==> config.mk <==
export PLATFORM = sky130hd
export DESIGN_NAME = bus_access_scheduler
export DESIGN_NICKNAME = d
export VERILOG_FILES = /design/src/rtl/bus_access_scheduler.sv
export SDC_FILE = /design/constraint.sdc
export NUM_CORES = 1
export LEC_CHECK = 0
export ABC_AREA = 1
export BUFFER_PORTS_ARGS = -buffer_cell sky130_fd_sc_hd__buf_2
export CAP_MARGIN = 20
export CORE_MARGIN = 2
export CORE_UTILIZATION = 55
export CTS_CLUSTER_DIAMETER = 30
export CTS_CLUSTER_SIZE = 40
export DETAILED_ROUTE_END_ITERATION = 10
export GPL_TIMING_DRIVEN = 0
export PLACE_DENSITY_LB_ADDON = 0.1
export RECOVER_POWER = 50
export SLEW_MARGIN = 15
export SYNTH_ARGS = -nofsm -noshare
export SYNTH_HDL_FRONTEND = slang
export SYNTH_SLANG_ARGS = --single-unit
==> constraint.sdc <==
create_clock -name clk_i -period 1.8 [get_ports clk_i]
set_input_delay 0 -clock clk_i [delete_from_list [all_inputs] [get_ports clk_i]]
set_output_delay 0 -clock clk_i [all_outputs]
set_load 0.05 [all_outputs]
==> src/rtl/bus_access_scheduler.sv <==
// ============================================================================
// bus_access_scheduler: I3C bus-availability tracker and two-requester arbiter
// Revision 1.0
// ============================================================================
`default_nettype none

module bus_access_scheduler #(
  parameter int unsigned CntW = 20
) (
  input  logic            clk_i,
  input  logic            rst_ni,
  input  logic            enable_i,
  input  logic            scl_i,
  input  logic            sda_i,
  input  logic            start_detect_i,
  input  logic            stop_detect_i,
  input  logic [CntW-1:0] t_bus_free_i,
  input  logic [CntW-1:0] t_bus_avail_i,
  input  logic [CntW-1:0] t_bus_idle_i,
  input  logic [1:0]      req_i,
  input  logic [1:0]      release_i,
  output logic [1:0]      gnt_o,
  output logic [1:0]      bus_state_o,
  output logic            bus_free_o,
  output logic            bus_avail_o,
  output logic            bus_idle_o
);

  typedef enum logic [1:0] {
    BUSY  = 2'd0,
    FREE  = 2'd1,
    AVAIL = 2'd2,
    IDLE  = 2'd3
  } bus_state_e;

  // Grant states are one-hot so the state register doubles as gnt_o.
  typedef enum logic [1:0] {
    G_NONE = 2'b00,
    G0     = 2'b01,
    G1     = 2'b10
  } gnt_state_e;

  logic [CntW-1:0] cnt_q, cnt_d;
  logic            stopped_q, stopped_d;
  bus_state_e      bus_state_q, bus_state_d;
  gnt_state_e      gnt_state_q, gnt_state_d;
  logic            last_q, last_d;
  logic            elig0, elig1;

  always_comb begin
    cnt_d = cnt_q;
    if (!enable_i || start_detect_i || stop_detect_i || !scl_i || !sda_i) begin
      cnt_d = '0;
    end else if (cnt_q != '1) begin
      cnt_d = cnt_q + 1'b1;
    end
  end

  // Long-enough high lines imply a STOP we never saw (e.g. after reset).
  always_comb begin
    stopped_d = stopped_q;
    if (!enable_i || start_detect_i) begin
      stopped_d = 1'b0;
    end else if (stop_detect_i || (cnt_q >= t_bus_idle_i)) begin
      stopped_d = 1'b1;
    end
  end

  always_comb begin
    bus_state_d = BUSY;
    if (!enable_i || start_detect_i)    bus_state_d = BUSY;
    else if (!stopped_q)                bus_state_d = BUSY;
    else if (cnt_q >= t_bus_idle_i)     bus_state_d = IDLE;
    else if (cnt_q >= t_bus_avail_i)    bus_state_d = AVAIL;
    else if (cnt_q >= t_bus_free_i)     bus_state_d = FREE;
    else                                bus_state_d = BUSY;
  end

  assign elig0 = req_i[0] && (bus_state_q >= FREE);
  assign elig1 = req_i[1] && (bus_state_q >= AVAIL);

  always_comb begin
    gnt_state_d = gnt_state_q;
    last_d      = last_q;
    if (!enable_i) begin
      gnt_state_d = G_NONE;
      last_d      = 1'b1;
    end else begin
      case (gnt_state_q)
        G_NONE: begin
          if (!start_detect_i) begin
            if (elig0 && (!elig1 || last_q)) begin
              gnt_state_d = G0;
              last_d      = 1'b0;
            end else if (elig1) begin
              gnt_state_d = G1;
              last_d      = 1'b1;
            end
          end
        end
        G0:      if (release_i[0]) gnt_state_d = G_NONE;
        G1:      if (release_i[1]) gnt_state_d = G_NONE;
        default: gnt_state_d = G_NONE;
      endcase
    end
  end

  always_ff @(posedge clk_i or negedge rst_ni) begin
    if (!rst_ni) begin
      cnt_q       <= '0;
      stopped_q   <= 1'b0;
      bus_state_q <= BUSY;
      gnt_state_q <= G_NONE;
      last_q      <= 1'b1;
    end else begin
      cnt_q       <= cnt_d;
      stopped_q   <= stopped_d;
      bus_state_q <= bus_state_d;
      gnt_state_q <= gnt_state_d;
      last_q      <= last_d;
    end
  end

  assign gnt_o       = gnt_state_q;
  assign bus_state_o = bus_state_q;
  assign bus_free_o  = (bus_state_q != BUSY);
  assign bus_avail_o = (bus_state_q >= AVAIL);
  assign bus_idle_o  = (bus_state_q == IDLE);

endmodule

`default_nettype wire
Word level (Yosys, flattened, before mapping)
Index checks and enable logic that the tools add are counted.
Storage, ports and cells
  register bits after elaboration: 26
  input port bits: 71
Operators by class
  add/sub/neg operators: 1
  magnitude comparators: 5
  eq/ne operators: 11
  multiplexer cells: 21
  reduce and logical (&&, ||, !) cells: 19
Operators by type and width (number)
  $ge A20 B20 Y1: 3
  $mux W20: 2
  $add A20 B1 Y20 const B: 1
  $mux W2: 10
  $ne A20 B20 Y1 const B: 1
  $ne A3 B3 Y1 const B: 3
  $mux W1: 8
  $logic_or A1 B1 Y1: 6
  $pmux W2 S3: 1
  $reduce_bool A2 Y1: 3
  $eq A2 B2 Y1 const B: 2
  $logic_not A1 Y1: 4
  $ne A4 B4 Y1 const B: 1
  $reduce_and A4 Y1: 1
  $logic_and A1 B1 Y1: 3
  $ne A3 B1 Y1 const B: 1
  $reduce_and A3 Y1: 1
  $eq A2 B1 Y1 const B: 1
  $ge A2 B1 Y1 const B: 1
  $ge A2 B2 Y1 const B: 1
  $logic_not A2 Y1: 1
  $ne A2 B1 Y1 const B: 1
  $ne A2 B2 Y1 const B: 1

Longest topological paths before layout
  depth after elaboration: 9
  mapped depth: 14

Worst setup path before layout
OpenSTA, ideal clock, no wires.
  path type: register to register
  from: reg bus_state_q[1] (netlist: bus_state_o[1])
  to: reg gnt_state_q[1] (netlist: gnt_o[1])
  arrival: 1731 ps
  data required time: 1673 ps
  slack: -58 ps
  cell stages (with the launch flop): 9
  cells stage by stage: dfrtp_1 inv_1 nand2_1 nand2_1 a21oi_1 nor2_1 a22o_1 nand2_1 o21ai_0
Between the ends
  word-level cells in the longest chain between the ends: 9
RTL lines
  start: declaration: RTL line 45  | bus_state_e bus_state_q, bus_state_d;
  start signal: assignment: RTL line 118  | bus_state_q <= bus_state_d;
  $ge A2 B2 Y1: RTL line 80  | assign elig1 = req_i[1] && (bus_state_q >= AVAIL);
  $logic_and A1 B1 Y1: RTL line 80
  $logic_not A1 Y1: RTL line 92  | if (elig0 && (!elig1 || last_q)) begin
  $logic_or A1 B1 Y1: RTL line 92
  $logic_and A1 B1 Y1: RTL line 92
  $mux W2: RTL line 92
  $mux W2: RTL line 91  | if (!start_detect_i) begin
  $pmux W2 S3: RTL line 89  | case (gnt_state_q)
  $mux W2: RTL line 85  | if (!enable_i) begin
  end signal: assignment: RTL line 119  | gnt_state_q <= gnt_state_d;
  end: declaration: RTL line 46  | gnt_state_e gnt_state_q, gnt_state_d;
Parallel ways exist; a longest one is shown, timed or not. The select of a mux whose other input is x is not followed.
A chain may end at the register's enable or synchronous reset.

Worst setup path in the final report
  from: reg cnt_q[19]
  to: reg bus_state_q[0] (netlist: bus_state_o[0])
Between the ends
  word-level cells in the longest chain between the ends: 6
RTL lines
  start: declaration: RTL line 43  | logic [CntW-1:0] cnt_q, cnt_d;
  start signal: assignment: RTL line 116  | cnt_q <= cnt_d;
  $ge A20 B20 Y1: RTL line 75  | else if (cnt_q >= t_bus_free_i) bus_state_d = FREE;
  $mux W1: RTL line 75
  $mux W2: RTL line 74  | else if (cnt_q >= t_bus_avail_i) bus_state_d = AVAIL;
  $mux W2 *: RTL line 73  | else if (cnt_q >= t_bus_idle_i) bus_state_d = IDLE;
  $mux W2 *: RTL line 72  | else if (!stopped_q) bus_state_d = BUSY;
  $mux W2 *: RTL line 71  | if (!enable_i || start_detect_i) bus_state_d = BUSY;
  via bus_state_d[0]: RTL line 45
Mark *: on every way through the listed nets, which the timed path passes. The rest lies on a longest branch.

==> run summary <==
==========================================================================================
Timing-limited maximum frequency                                                   564 MHz
Async set-or-reset flop fraction in the synthesized netlist                           100%
Worst Tran Pin Value                                                              0.679 ns
Worst slew margin                                                                    54.8%
CP max FO                                                                                5
Starting DRT DRC Count                                                                 172
Cell Area, Placed                                                              0.00363 mm²
Layout overhead on the synthesized area                                              25.5%
Antenna Violating Nets Remaining                                                         0
Maximum clock skew at final layout                                              0.00970 ns
Total clock buffers created by CTS                                                       3
Per-instance average area after synthesis                                         6.64 µm²
Final total negative setup slack                                                      0 ns
Final setup viols                                                                        0
Post-synth EDFFs                                                                         0
Post-Layout Inst Area                                                          0.00395 mm²
Most used flip-flop cell after synthesis                                      sky130_fd_sc_hd__dfrtp_1
Number of remaining DRC errors                                                           0
Source-to-sink clock delay at the later pin of the worst-skew pair                 0.28 ns
Power per Cell Area                                                             333 mW/mm²
Buffers on Ports                                                                        77
CTS H-tree lvls                                                                          1
Category of the worst setup path launch point                                     register
Clock edge transition at the registers on the reported setup and hold paths        0.10 ns
Bufs on Longest Clock Path                                                               2
RD Place Congestion                                                                  0.901
Worst IR drop on VDD                                                              0.643 mV
Leading cell type in the layout, fill and taps excluded                       sky130_fd_sc_hd__nand2_1
First-pass GRT wire length                                                        13200 µm
Critical Path RT                                                                   2.00 ns
Vertical die dimension                                                             79.7 µm
Pin count of the biggest net entering global routing                                    27
Total power draw                                                                   1.32 mW
Mapped cell area                                                               0.00315 mm²
GRT overflow                                                                             0
Number of cells produced by synthesis                                                  474
Starting utilization of the core area                                                57.2%
Commonest non-fill, non-tap cells in the layout                               sky130_fd_sc_hd__nand2_1, sky130_fd_sc_hd__inv_1, sky130_fd_sc_hd__buf_2, sky130_fd_sc_hd__ha_1, sky130_fd_sc_hd__nor2_1
Hold Path Cell Cnt                                                                       5
Synthesis warning total                                                                  0
Library cell used as clock root buffer                                        sky130_fd_sc_hd__clkbuf_8
Unrepaired setup endpoints after global routing                                        yes
Num ports                                                                               78
Std-Cell Rows                                                                           27
Via count of the first global-routing pass                                            3043
Half-perimeter wire length after placement                                         6310 µm
Wire length reported by the detailed router                                        8350 µm
Ant diodes                                                                               0
Flops & latches, synth                                                                  26
Pleak                                                                              2.23 nW
Run status                                                                       completed
Final worst hold slack                                                           0.0188 ns
Aggregate global-route resource usage                                                26.4%
Die W                                                                              79.7 µm
Ratio of cells with drive above 1 in the final layout                                27.0%
Sinks on the clock net                                                                  26
Fraction of the cycle the final worst path needs                                     98.4%
Mapped Nets                                                                            606
Number of pins exceeding their max-slew limit in the final report                        0
WL per Instance                                                                    13.1 µm
Die Footprint                                                                  0.00634 mm²
Core area                                                                      0.00551 mm²
Post-route insts no fill                                                               638
Portion of the post-synthesis area used by sequential elements                       20.7%
Initial antenna violation count                                                          0
Clock tree from TritonCTS                                                             done
Crit Path Category                                                            register to register
Number of search-and-repair iterations in the first detailed-routing pass                5
Number of cells on the worst reg-to-reg path                                             8
Placed insts                                                                           623
Worst min-delay path class                                                    input port to register
Via count of the routed design                                                        3340
Filler Cell Count                                                                      491
Max-cap violation count                                                                  0
Kind of end point of the critical path                                            register
Minimum period implied by the final worst setup slack                              1.77 ns
Distinct cell type count after synthesis                                                38
Vias per cell                                                                         5.24
Hold Violations, Final                                                                   0
Arrival time at the worst endpoint                                                 1.97 ns
Number of nets in the final layout                                                     699
==========================================================================================
[area by class of cell]
type                       instances  area, µm²  area share (%)
multi-input combinational        343       2280            57.8
sequential                        26        671            17.0
timing repair buffer              87        460            11.7
inverter                         104        390            9.88
tap                               72       90.1            2.28
clock buffer                       4       45.0            1.14
buffer                             2       8.76           0.222
[through the flow]
| step | setup WS (ns) | utilization [%] |
|---|---|---|
| after global routing | -0.0790 | 71.7 |
| after floorplan | 0.110 | - |
| after detailed placement | -0.122 | 65.9 |
| final | 0.0281 | 71.7 |
| after CTS | 0.00162 | 67.4 |
| after global placement | -0.114 | 65.9 |
[sequential cells by signal, summed over array words and instances (netlist names)]
signal / flops
bus_state_o: 2
last_q: 1
stopped_q: 1
gnt_o: 2
cnt_q: 20
[cell usage after synthesis (2+ instances only)]
cell,instances,area share [%]
sky130_fd_sc_hd__nor2_1,52,6.2
sky130_fd_sc_hd__a31oi_1,4,0.79
sky130_fd_sc_hd__nor3_1,8,1.3
sky130_fd_sc_hd__a21o_1,2,0.48
sky130_fd_sc_hd__inv_1,101,12
sky130_fd_sc_hd__ha_1,61,24
sky130_fd_sc_hd__o21ai_0,14,2.2
sky130_fd_sc_hd__a211oi_1,3,0.72
sky130_fd_sc_hd__nor2_2,2,0.40
sky130_fd_sc_hd__dfrtp_1,25,20
sky130_fd_sc_hd__nand3_2,3,0.95
sky130_fd_sc_hd__or2_2,2,0.40
sky130_fd_sc_hd__nand4_1,7,1.4
sky130_fd_sc_hd__nor2_4,2,0.72
sky130_fd_sc_hd__o21ai_2,2,0.56
sky130_fd_sc_hd__nand2_1,114,14
sky130_fd_sc_hd__a21oi_1,30,4.8
sky130_fd_sc_hd__xor2_1,3,0.83
sky130_fd_sc_hd__inv_2,2,0.24
sky130_fd_sc_hd__nand3_1,18,2.9
sky130_fd_sc_hd__o21a_1,2,0.48
[kinds of logic after synthesis]
group | Yosys count | share of synthesized area (%)
flip-flops | 26 | 20.7
adder cells (fa/ha/maj) | 61 | 24.2
buffers and inverters | 106 | 12.7
XOR/XNOR | 3 | 0.835
AO/OA/AOI/OAI | 64 | 11.8
AND/OR/NAND/NOR | 214 | 29.7
[where the power goes]
group | total (mW) | switching [mW] | internal [mW]
combinational | 0.348 | 0.204 | 0.144
clock | 0.356 | 0.197 | 0.159
sequential | 0.613 | 0.0172 | 0.596
[metal layers]
layer	GRT usage, %	vias up	routed length, µm
li1	-	1699	-
met1	34.8	1517	3620
met2	47.1	112	4080
met3	2.83	12	517
met4	4.66	0	129
met5	0	-	0
[timing repair]
item,CTS,global route
gates cloned,0,1
buffers inserted,0,8
resized for setup,8,42
endpoints found under the hold margin,26,0
setup endpoints to repair,13,18
hold buffers,2,0
pin swaps,2,13
[final timing paths]
| path | from | end | slack, ns |
|---|---|---|---|
| max in group asynchronous | rst_ni | bus_state_o[1]$_DFF_PN0_ | 1.02 |
| setup reg to reg | cnt_q[19]$_DFFE_PN0P_ | bus_state_o[0]$_DFF_PN0_ | 0.03 |
| hold / removal | stop_detect_i | stopped_q$_DFFE_PN0P_ | 0.02 |
| min in group asynchronous | rst_ni | cnt_q[16]$_DFFE_PN0P_ | 0.29 |
| hold reg to reg | gnt_o[0]$_DFFE_PN0P_ | gnt_o[0]$_DFFE_PN0P_ | 0.53 |
| setup / recovery | cnt_q[19]$_DFFE_PN0P_ | bus_state_o[0]$_DFF_PN0_ | 0.03 |
[critical path, cell delays in order (launching register included)]
cell and delay (ns):
sky130_fd_sc_hd__dfrtp_2 0.46, sky130_fd_sc_hd__ha_1 0.31, sky130_fd_sc_hd__a21oi_1 0.17, sky130_fd_sc_hd__o21ai_0 0.14
sky130_fd_sc_hd__nor2_1 0.13, sky130_fd_sc_hd__nand3_1 0.12, sky130_fd_sc_hd__nor2_4 0.17, sky130_fd_sc_hd__nand2_1 0.06
sky130_fd_sc_hd__a21oi_1 0.13
Power figures use the tool's default switching activity.
